[config.mk]
export PLATFORM = sky130hd
export DESIGN_NAME = fetch_unit_flat
export DESIGN_NICKNAME = d
export VERILOG_FILES = /design/src/rtl/fetch_unit_if.sv /design/src/rtl/fetch_unit.sv /design/src/flat_wrapper.sv
export SDC_FILE = /design/constraint.sdc
export NUM_CORES = 1
export LEC_CHECK = 0
export BUFFER_PORTS_ARGS = -buffer_cell sky130_fd_sc_hd__clkbuf_2
export CORE_ASPECT_RATIO = 2
export CORE_MARGIN = 2
export CORE_UTILIZATION = 52
export DETAILED_ROUTE_END_ITERATION = 16
export GPL_ROUTABILITY_DRIVEN = 0
export HOLD_SLACK_MARGIN = 0.12
export PLACE_DENSITY = 0.79
export SLEW_MARGIN = 25
export SYNTH_ARGS = -nofsm -noshare
export SYNTH_HDL_FRONTEND = slang
export SYNTH_SLANG_ARGS = --single-unit
[constraint.sdc]
create_clock -name clk -period 2.9 [get_ports clk]
set_clock_uncertainty 0.2 [all_clocks]
set_input_delay 0.145 -clock clk [delete_from_list [all_inputs] [get_ports clk]]
set_output_delay 0.145 -clock clk [all_outputs]
set_load 0.01 [all_outputs]
[src/rtl/fetch_unit_if.sv]
// Purpose : handshake/bus bundle between the fetch stage, instruction memory, branch unit and decode.
// Latency : none; wires only.
// Backpressure: decode throttles the fetch queue through instr_valid/instr_ready.
// Ports   : master = fetch_unit side (drives imem_addr, instr_valid, instr, instr_pc, halted);
//           slave  = environment side (drives imem_instr, redirect_*, halt_req, instr_ready).
interface fetch_unit_if #(
    parameter int ADDR_WIDTH = 9,
    parameter int DATA_WIDTH = 12
);
    logic [ADDR_WIDTH-1:0] imem_addr;
    logic [DATA_WIDTH-1:0] imem_instr;
    logic                  redirect_valid;
    logic [ADDR_WIDTH-1:0] redirect_addr;
    logic                  halt_req;
    logic                  instr_valid;
    logic                  instr_ready;
    logic [DATA_WIDTH-1:0] instr;
    logic [ADDR_WIDTH-1:0] instr_pc;
    logic                  halted;

    modport master (
        output imem_addr,
        input  imem_instr,
        input  redirect_valid,
        input  redirect_addr,
        input  halt_req,
        output instr_valid,
        input  instr_ready,
        output instr,
        output instr_pc,
        output halted
    );

    modport slave (
        input  imem_addr,
        output imem_instr,
        output redirect_valid,
        output redirect_addr,
        output halt_req,
        input  instr_valid,
        output instr_ready,
        input  instr,
        input  instr_pc,
        input  halted
    );
endinterface

[src/rtl/fetch_unit.sv]
// Purpose : owns the PC, reads the combinational instruction memory and queues {pc, instr} for decode.
// Latency : 1 cycle fetch-to-head on an empty queue; 2-cycle redirect penalty.
// Backpressure: instr_ready low fills the queue, then fetch_pc holds until a pop frees a slot.
// Ports   : clk, rst (sync, active-high); bus (fetch_unit_if.master) carries imem address/data,
//           redirect and halt requests, the decode valid/ready handshake with instr/instr_pc, and halted.
module fetch_unit #(
    parameter int          ADDR_WIDTH = 9,
    parameter int          DATA_WIDTH = 12,
    parameter int          FIFO_DEPTH = 2,
    parameter int unsigned RESET_PC   = 0
) (
    input  logic          clk,
    input  logic          rst,
    fetch_unit_if.master  bus
);
    localparam int PTR_W = $clog2(FIFO_DEPTH);
    localparam int CNT_W = $clog2(FIFO_DEPTH + 1);

    typedef enum logic {
        RUN  = 1'b0,
        HALT = 1'b1
    } state_t;

    typedef struct packed {
        logic [ADDR_WIDTH-1:0] pc;
        logic [DATA_WIDTH-1:0] instr;
    } entry_t;

    state_t                state_q;
    state_t                state_d;
    logic [ADDR_WIDTH-1:0] fetch_pc;
    entry_t                queue_mem [FIFO_DEPTH];
    logic [PTR_W-1:0]      wr_ptr;
    logic [PTR_W-1:0]      rd_ptr;
    logic [CNT_W-1:0]      count;
    logic                  not_full;
    logic                  pop;
    logic                  push;
    entry_t                head;

    assign not_full = (count < CNT_W'(FIFO_DEPTH));
    assign pop      = (count != '0) && bus.instr_ready;
    // A pop in the same cycle frees a slot, so a full queue still fetches
    // when decode is draining it.
    assign push     = (state_q == RUN) && !bus.redirect_valid && !bus.halt_req
                      && (not_full || pop);

    // Next-state logic: redirect wins from either state and may land in HALT
    // when a halt arrives alongside it; otherwise only RUN reacts to halt_req.
    always_comb begin
        state_d = state_q;
        if (bus.redirect_valid) begin
            state_d = bus.halt_req ? HALT : RUN;
        end else if ((state_q == RUN) && bus.halt_req) begin
            state_d = HALT;
        end
    end

    always_ff @(posedge clk) begin
        if (rst) begin
            state_q <= RUN;
        end else begin
            state_q <= state_d;
        end
    end

    // PC, pointers and occupancy. A redirect discards everything queued,
    // including whatever decode popped this cycle (that pop still counts as taken).
    always_ff @(posedge clk) begin
        if (rst) begin
            fetch_pc <= ADDR_WIDTH'(RESET_PC);
            wr_ptr   <= '0;
            rd_ptr   <= '0;
            count    <= '0;
        end else if (bus.redirect_valid) begin
            fetch_pc <= bus.redirect_addr;
            wr_ptr   <= '0;
            rd_ptr   <= '0;
            count    <= '0;
        end else begin
            if (push) begin
                fetch_pc <= fetch_pc + ADDR_WIDTH'(1);
                wr_ptr   <= wr_ptr + PTR_W'(1);
            end
            if (pop) begin
                rd_ptr <= rd_ptr + PTR_W'(1);
            end
            case ({push, pop})
                2'b10:   count <= count + CNT_W'(1);
                2'b01:   count <= count - CNT_W'(1);
                default: count <= count;
            endcase
        end
    end

    // Storage needs no reset: entries are only observed while count != 0.
    always_ff @(posedge clk) begin
        if (push) begin
            queue_mem[wr_ptr] <= '{pc: fetch_pc, instr: bus.imem_instr};
        end
    end

    assign head            = queue_mem[rd_ptr];
    assign bus.imem_addr   = fetch_pc;
    assign bus.instr_valid = (count != '0);
    assign bus.instr       = head.instr;
    assign bus.instr_pc    = head.pc;
    assign bus.halted      = (state_q == HALT);
endmodule

[src/flat_wrapper.sv]
// flat-port wrapper written by rule: the top's interface ports become plain ports
module fetch_unit_flat 
#(
    parameter int          ADDR_WIDTH = 9,
    parameter int          DATA_WIDTH = 12,
    parameter int          FIFO_DEPTH = 2,
    parameter int unsigned RESET_PC   = 0
)
  (clk, rst, bus_imem_addr, bus_imem_instr, bus_redirect_valid, bus_redirect_addr, bus_halt_req, bus_instr_valid, bus_instr_ready, bus_instr, bus_instr_pc, bus_halted);
  fetch_unit_if #(.ADDR_WIDTH(ADDR_WIDTH), .DATA_WIDTH(DATA_WIDTH)) bus_i ();
  input  logic clk;
  input  logic rst;
  output wire logic [$bits(bus_i.imem_addr)-1:0] bus_imem_addr;
  input wire logic [$bits(bus_i.imem_instr)-1:0] bus_imem_instr;
  input wire logic [$bits(bus_i.redirect_valid)-1:0] bus_redirect_valid;
  input wire logic [$bits(bus_i.redirect_addr)-1:0] bus_redirect_addr;
  input wire logic [$bits(bus_i.halt_req)-1:0] bus_halt_req;
  output wire logic [$bits(bus_i.instr_valid)-1:0] bus_instr_valid;
  input wire logic [$bits(bus_i.instr_ready)-1:0] bus_instr_ready;
  output wire logic [$bits(bus_i.instr)-1:0] bus_instr;
  output wire logic [$bits(bus_i.instr_pc)-1:0] bus_instr_pc;
  output wire logic [$bits(bus_i.halted)-1:0] bus_halted;
  assign bus_imem_addr = bus_i.imem_addr;
  assign bus_i.imem_instr = bus_imem_instr;
  assign bus_i.redirect_valid = bus_redirect_valid;
  assign bus_i.redirect_addr = bus_redirect_addr;
  assign bus_i.halt_req = bus_halt_req;
  assign bus_instr_valid = bus_i.instr_valid;
  assign bus_i.instr_ready = bus_instr_ready;
  assign bus_instr = bus_i.instr;
  assign bus_instr_pc = bus_i.instr_pc;
  assign bus_halted = bus_i.halted;
  fetch_unit #(.ADDR_WIDTH(ADDR_WIDTH), .DATA_WIDTH(DATA_WIDTH), .FIFO_DEPTH(FIFO_DEPTH), .RESET_PC(RESET_PC)) u_core (.clk(clk), .rst(rst), .bus(bus_i));
endmodule
# After elaboration in Yosys (flattened, before gate mapping)
# Memories as Yosys holds them, arrays and structs flattened. A register that Yosys moved wholly into a read port is not among the register bits.
# Index checks and enable logic that the tools add are counted.
word_totals:
  rom_bits: 0
  memories: 1
  ff_bits: 14
  latchBits: 0
  out_inout_bits: 32
  ramBits: 42
  wordCells: 38
mem_list:
  columns: ["name", "depth", "width", "rd", "rd_clocked_by_memory_dff", "write_ports", "line_no", "rtl"]
  rows:
  - ["u_core.queue_mem", 2, 21, 1, 1, 1, "fetch_unit.sv:32", "entry_t queue_mem [FIFO_DEPTH];"]
classes:
  magnitude_cmp: 1
  n_reduce_logical: 13
  mux: 10
  add_sub_neg: 5
  n_bitwise: 1
  mul: 0
  n_div: 0
  eq_ne: 2
  shifts: 0
op_table:
  columns: ["op", "count"]
  rows:
  - ["9-bit 2-to-1 mux", 2]
  - ["9-bit by 1-bit adder with 9-bit output, second input constant", 1]
  - ["2-bit nonzero test", 4]
  - ["1-bit 2-to-1 mux", 7]
  - ["1-bit logical AND", 5]
  - ["2-bit case mux with 2 select lines", 1]
  - ["1-bit adder, second input constant", 2]
  - ["2-bit by 1-bit adder with 2-bit output, second input constant", 1]
  - ["2-bit by 1-bit equality test with 1-bit output, second input constant", 1]
  - ["2-bit equality test, second input constant", 1]
  - ["1-bit zero test", 2]
  - ["2-bit < comparator, second input constant", 1]
  - ["2-bit OR reduction", 1]
  - ["2-bit by 1-bit subtractor with 2-bit output, second input constant", 1]
  - ["1-bit logical OR", 1]
  - ["1-bit inverter", 1]

# Longest topological paths before layout
# Gate-level depths: netlist of the first run.
depth:
  depth_word: 6
  depth_mapped: 8
  depth_no_buf: 8

# Worst setup path after synthesis of the first run
# Ideal clock, no wire load.
synth_timing:
  path_type: "reg-to-reg"
  startpoint: "reg u_core.count[1]"
  endpoint: "mem u_core.queue_mem[0][0] in the netlist's numbering (enable)"
  t_arrival_ns: 1.723
  slack_ns: 0.578
  n_path_buf: 0
  required_ns: 2.301
  setup_ns: 0.399
  stages_incl_launch_ff: 5
  path_cell_list: "dfxtp_1 and2b_4 nor3_4 nand2_1 nor2_1"
synth_via:
  elab_chain_cells: 6
  word_cells_on_any_way: 7
  classes_between: "order compare: 1; mux: 2; reduce/logical: 4"
synth_rtl:
  columns: ["element", "line_no", "rtl"]
  rows:
  - ["start: declaration", "fetch_unit.sv:35", "logic [CNT_W-1:0] count;"]
  - ["start signal: assignment", "fetch_unit.sv:89", "2'b10: count <= count + CNT_W'(1);"]
  - ["start signal: assignment", "fetch_unit.sv:90", "2'b01: count <= count - CNT_W'(1);"]
  - ["start signal: assignment", "fetch_unit.sv:91", "default: count <= count;"]
  - ["parallel branches: the longest is 2 deep, another holds 2-bit < comparator", null, null]
  - ["1-bit logical OR *", "fetch_unit.sv:46", "&& (not_full || pop);"]
  - ["1-bit logical AND *", "fetch_unit.sv:46", null]
  - ["1-bit 2-to-1 mux *", "fetch_unit.sv:98", "if (push) begin"]
  - ["1-bit 2-to-1 mux (not written as such) *", "fetch_unit.sv:99", "queue_mem[wr_ptr] <= '{pc: fetch_pc, instr: bus.imem_instr};"]
  - ["end: declaration", "fetch_unit.sv:32", null]
# Every way passes the cells marked *.

# Final worst setup path of the first run
layout_timing:
  startpoint: "in bus_redirect_valid"
  endpoint: "reg u_core.fetch_pc[3] (netlist: u_core.bus.imem_addr[3])"
layout_via:
  elab_chain_cells: 5
  word_cells_on_any_way: 6
  classes_between: "mux: 1; reduce/logical: 5"
layout_rtl:
  columns: ["element", "line_no", "rtl"]
  rows:
  - ["start: declaration", "flat_wrapper.sv:15", "input wire logic [$bits(bus_i.redirect_valid)-1:0] bus_redirect_valid;"]
  - ["1-bit zero test", "fetch_unit.sv:45", "assign push = (state_q == RUN) && !bus.redirect_valid && !bus.halt_req"]
  - ["1-bit logical AND (2 in a row)", "fetch_unit.sv:45", null]
  - ["1-bit logical AND", "fetch_unit.sv:46", null]
  - ["2-bit nonzero test (no line)", null, null]
  - ["end signal: assignment", "fetch_unit.sv:71", "fetch_pc <= ADDR_WIDTH'(RESET_PC);"]
  - ["end signal: assignment", "fetch_unit.sv:76", "fetch_pc <= bus.redirect_addr;"]
  - ["end signal: assignment", "fetch_unit.sv:82", "fetch_pc <= fetch_pc + ADDR_WIDTH'(1);"]
  - ["end: declaration", "fetch_unit.sv:31", "logic [ADDR_WIDTH-1:0] fetch_pc;"]
# Parallel ways exist; a longest one is shown, timed or not.
# A chain may end at the register's enable or synchronous reset.

==> results.ini, run 1 <==
[status]
outcome = finished, final reports clean

[critical_path]
worstPathMaxFanout = 18
cp-end-kind = flop
cp_num_cells = 6
r2r_slack_ps = 650
cp_cell_sequence = dlygate4sd3_1, clkbuf_2, clkinv_1, and4_1, nor4_2, dlygate4sd3_1
critPathLaunch = bus_redirect_valid
crit_required_ps = 2960
path_buf_inv = 4
critPathCapture = u_core.bus.imem_addr[3]
critPathMaxStageDelay_ps = 580
start_kind = input pin
r2r_end = u_core.bus.imem_addr[7]
path_common_cell = dlygate4sd3_1
crit_family = buffers and inverters
rr_worst_depth = 5
path_class = input pin to flop
slowest_stage = dlygate4sd3_1
arrival_ps = 2490
worstReg2RegStart = u_core.bus.imem_addr[2]

[synth]
synth-edff-count = 42
ys_seq_area_frac = 0.6797
syn_inst = 152
ys.flop_type = edfxtp_1
synth_area_leaders = edfxtp_1 (55%), dfxtp_1 (13%), mux2_2 (10%)
synth_top_area_cell = edfxtp_1
synth_nets = 180
ys_warn_count = 0
ys_seq_elements = 57
syn_avg_cell_area_sq_um = 15.11
synth_area_sq_mm = 0.002297
synth_top_area_share = 0.5490
synth_cell_types = 36
ys_async_sr_fraction = 0

[sta]
report.final.slew_viol_count = 0
finalHoldWorstSlack_ps = 282.8
finalSetupViolations = 0
max_freq_mhz = 412.4
rsz0062_at_grt = false
final_hold_viol_count = 0
layout_min_cycle_time_ps = 2425
tightest_slew_ps = 932.2
min_period_over_period = 0.8362
setup_tns_ps = 0
relSlewSlack = 0.3785

[placement]
io_buffers = 57
dpl_cell_area_sq_mm = 0.002636
placed_cells_incl_taps = 258
hpwl_mm = 2.878

[floorplanning]
core_area_sq_mm = 0.004297
die_x_microns = 51
core.rowCount = 34
ios = 58
die-height_microns = 98.00
initial_core_util = 0.5347
die_area_sq_mm = 0.004998

[cells_and_area]
final_common_cell = clkbuf_2
multi_input_area_sq_um = 699.4
fillCellCount = 301
fin_cells = 310
design_area_sq_mm = 0.003177
seqCellArea_sq_mm = 0.001562
mostFrequentLayoutCells = clkbuf_2 (57), edfxtp_1 (42), dlygate4sd3_1 (36), mux2_2 (21), dfxtp_1 (15)
drive_gt1_frac = 0.3984
area_delta_synth_final_pct = 38.29
fin_nets = 279
diodes = 0

[global_routing]
grt-ovfl-total = 0
grt_pass1_wl_mm = 7.224
grt_use_total = 0.1992
grt_max_degree = 22
first_global_vias = 1603
antenna_found_initial = 0

[clock_network]
cts_max_path_buffers = 2
htreeDepth = 3
cts-buffers-inserted = 9
clk_pin_slew_ps = 60
cts_root_buffer = clkbuf_8
insertion_delay_ps = 320
cts.sinks = 57
cts_tree = built

[routing]
vias_per_cell = 5.081
wl_mm = 4.515
via_count = 1575
drtAntennaViolNets = 0
drt_first_pass_iters = 4
drc = 0
routedWlPerCell_microns = 14.56
drt_iter0_markers = 42

[power_and_ir_drop]
sw_frac_of_total = 0.2099
switchingPower_uw = 367.4
combPwrFrac = 0.097
internal_power_mw = 1.383
power_frac_clock = 0.371
p_seq_frac = 0.532
max-vdd-ir-drop_mv = 0.3623
power.leakage_nw = 1.238
p_per_area_mw_per_mm2 = 550.9

[flow_run]
cap_violations = 0

[min_path]
worst_hold_path_type = flop to flop

[cell type report]
type | instances | area share
Sequential cell | 57 | 0.4915
Clock buffer | 16 | 0.05672
Multi-Input combinational cell | 85 | 0.2202
Tap cell | 54 | 0.02127
Inverter | 4 | 0.004726
Timing Repair Buffer | 94 | 0.2056
[stage by stage]
step | setup slack [ps] | utilization | power (mW)
floorplan | 578.4 | - | 1.015
global placement | 749.8 | 0.6136 | 1.071
detailed placement | 697.7 | 0.6136 | 1.076
CTS | 551.5 | 0.7394 | 1.762
global route | 382.3 | 0.7394 | 1.822
finish | 474.9 | 0.7394 | 1.750
[timing repair]
| item | 4_1_cts | 5_1_grt |
|---|---|---|
| resized for setup | 0 | 0 |
| hold endpoints to repair | 39 | 0 |
| hold buffers | 36 | 0 |
| setup buffers | 0 | 0 |
| setup endpoints to repair | 0 | 0 |
[registers in the layout, summed over array words and instances, names as in the netlist, named ones only]
| register | cells |
|---|---|
| u_core.rd_ptr | 1 |
| u_core.wr_ptr | 1 |
| u_core.bus.halted | 1 |
| u_core.count | 2 |
| u_core.bus.imem_addr | 9 |
| u_core.queue_mem | 42 |
[routing by layer]
| layer | GRT usage | up-vias | wire length, microns |
|---|---|---|---|
| met2 | 0.3726 | 55 | 2578 |
| met1 | 0.1924 | 736 | 1634 |
| li1 | - | 777 | - |
| met4 | 0.08108 | 0 | 80 |
| met5 | 0 | - | 0 |
| met3 | 0.05810 | 7 | 222 |
[synth_stat cells (2+ instances only)]
cell      count
edfxtp_1     42
mux2_2       21
dfxtp_1      15
nor2_1       12
xnor2_1       8
a211oi_1      5
clkbuf_1      5
nor3_1        5
nand2_1       4
a21oi_1       3
inv_1         3
a311oi_1      2
ha_1          2
nand3_1       2
nor4_2        2
[power by group through the flow]
| stage | Clock (mW) | Sequential, mW | Combinational (mW) |
|---|---|---|---|
| after floorplan | 0 | 0.944 | 0.0706 |
| after global placement | 0 | 0.946 | 0.125 |
| after detailed placement | 0 | 0.947 | 0.129 |
| after CTS | 0.663 | 0.930 | 0.169 |
| after global routing | 0.703 | 0.934 | 0.185 |
| final | 0.649 | 0.931 | 0.170 |
[cell families after synthesis]
| group | count (synthesis) | share of synthesized area |
|---|---|---|
| compound gates | 14 | 0.04358 |
| xor+xnor | 9 | 0.03432 |
| fa+ha+maj | 2 | 0.01089 |
| buf+inv | 10 | 0.01688 |
| flops | 57 | 0.6797 |
| mux | 22 | 0.1073 |
| simple gates | 38 | 0.1073 |
[worst min-delay path by stage]
| stage | start | endpoint | cells after the start |
|---|---|---|---|
| finish | u_core.bus.imem_addr[8] | u_core.queue_mem[1][20] | 0 |
| global route | u_core.bus.imem_addr[8] | u_core.queue_mem[0][20] | 0 |
| CTS | u_core.bus.imem_addr[8] | u_core.queue_mem[0][20] | 0 |
| detailed placement | bus_imem_instr[11] | u_core.queue_mem[1][11] | 1 |
| global placement | bus_imem_instr[7] | u_core.queue_mem[0][7] | 1 |
| floorplan | rst | u_core.bus.imem_addr[3] | 1 |
[worst reg2reg max path, cell delays in order, from the launching register on]
cell and delay [ps]:
dfxtp_1 530, nand3_1 170, nor2_1 300, nand3_1 120, a311oi_1 270, dlygate4sd3_1 590
Note: power is estimated with default switching activity, not from simulation.
==> run 2: changes to the inputs <==
Clock period 2.9 ns to 2.5 ns, I/O delays scaled along.
==> run 2 against run 1 <==
Wire length decreased by 0.80%. Total power increased by 19%. Sequential power increased by 16%. Worst setup slack got worse by 280 ps. Sequential cell count unchanged. Largest cell class unchanged. Clock-buffer cell count decreased by 3.
==> results.ini, run 2 (synthesis results as in run 1) <==
[placement]
hpwl_mm = 2.845
dpl_cell_area_sq_mm = 0.002659
io_buffers = 57
placed_cells_incl_taps = 261
post-place-ws_ps = 454.1

[clock_network]
insertion_delay_ps = 320
cts-buffers-inserted = 9
cts.sinks = 57
cts_max_path_buffers = 2
cts_tree = built
postCtsSetupBuffers = 0
cts_root_buffer = clkbuf_8
clk_pin_slew_ps = 60
htreeDepth = 3

[routing]
vias_per_cell = 5.112
drc = 0
via_count = 1595
drtAntennaViolNets = 0
routedWlPerCell_microns = 14.36
drt_iter0_markers = 49
wl_mm = 4.479
drt_first_pass_iters = 4

[critical_path]
slowest_stage = dlygate4sd3_1
path_class = input pin to flop
arrival_ps = 2320
start_kind = input pin
path_common_cell = dlygate4sd3_1
crit_required_ps = 2510
cp-end-kind = flop
critPathMaxStageDelay_ps = 550
worstPathMaxFanout = 5
cp_cell_sequence = dlygate4sd3_1, clkbuf_2, and2b_4, and3b_2, and4_4, o31a_1, dlygate4sd3_1

[power_and_ir_drop]
p_per_area_mw_per_mm2 = 649.1
power.leakage_nw = 1.253
max-vdd-ir-drop_mv = 0.7152

[cells_and_area]
fin_nets = 281
diodes = 0
design_area_sq_mm = 0.003201
fillCellCount = 288
mostFrequentLayoutCells = clkbuf_2 (57), edfxtp_1 (42), dlygate4sd3_1 (35), mux2_2 (21), dfxtp_1 (15)
area_delta_synth_final_pct = 39.32
largest_register_ffs = 42
drive_gt1_frac = 0.4147
final_common_cell = clkbuf_2
fin_cells = 312
largest-register = u_core.queue_mem

[sta]
layout_min_cycle_time_ps = 2309
finalSetupViolations = 0
setup_tns_ps = 0
final_hold_viol_count = 0
report.final.slew_viol_count = 0
rsz0062_at_grt = false
min_period_over_period = 0.9238
relSlewSlack = 0.3686
postLayoutSetupSlackWorst_ps = 190.5
max_freq_mhz = 433.0
tightest_slew_ps = 947.1

[floorplanning]
ios = 58
core.rowCount = 34
die_area_sq_mm = 0.004998
die_x_microns = 51
initial_core_util = 0.5347
core_area_sq_mm = 0.004297
die-height_microns = 98.00

[global_routing]
grt_use_total = 0.2013
grt_pass1_wl_mm = 7.327
first_global_vias = 1665
grt_max_degree = 22
antenna_found_initial = 0
grt-ovfl-total = 0

[flow_run]
cap_violations = 0

[min_path]
worst_hold_path_type = flop to flop

[status]
outcome = finished, final reports clean

[run 2: per-stage QoR]
stage | hold WS (ps) | power [mW] | util
6_report | 300.2 | 2.078 | 0.7449
5_1_grt | 324.5 | 2.162 | 0.7449
4_1_cts | 302.5 | 2.094 | 0.7443
3_5_place_dp | 119.0 | 1.249 | 0.6188
3_3_place_gp | 115.0 | 1.245 | 0.6188
2_1_floorplan | -3.994 | 1.177 | -
[run 2: path summary, 6_finish.rpt]
check | startpoint | endpoint | slack [ps] | cells past startpoint
worst max-delay path | bus_instr_ready | u_core.bus.imem_addr[8] | 190 | 7
worst min-delay path | u_core.bus.imem_addr[8] | u_core.queue_mem[0][20] | 300 | 0
worst max register to register | u_core.bus.imem_addr[2] | u_core.bus.imem_addr[8] | 250 | 5
worst min register to register | u_core.bus.imem_addr[8] | u_core.queue_mem[0][20] | 300 | 0
[run 2: what timing repair did]
item | 4_1_cts | 5_1_grt
setup endpoints to repair | 0 | 1
hold buffers | 35 | 0
resized for setup | 0 | 1
endpoints found under the hold margin | 39 | 0
[run 2: layer usage]
metal  track usage  vias to the layer above  routed length (microns)
li1              -                      779                        -
met1        0.2034                      749                     1660
met2        0.3576                       61                     2513
met3       0.06116                        6                      241
met4       0.09979                        0                       63
met5             0                        -                        0
[run 2: cell type report]
class                           instances  area (sq um)  share of cell area
Inverter                                4         15.01            0.004691
Clock inverter                          3         40.04             0.01251
Tap cell                               54         67.56             0.02111
Clock buffer                           13         148.9             0.04652
Multi-Input combinational cell         85         701.9              0.2193
Sequential cell                        57          1562              0.4879
Timing Repair Buffer                   96         665.6              0.2080
[run 2: critical path: cells and delay by family]
family / cells / cell delay [ps]
buf+inv: 3 / 1200
simple gates: 3 / 750
compound gates: 1 / 260
[run 2: power by group]
part / switching, mW / total (mW) / internal (mW)
logic: 0.0883 / 0.200 / 0.111
clock network: 0.314 / 0.799 / 0.485
registers: 0.0271 / 1.08 / 1.05
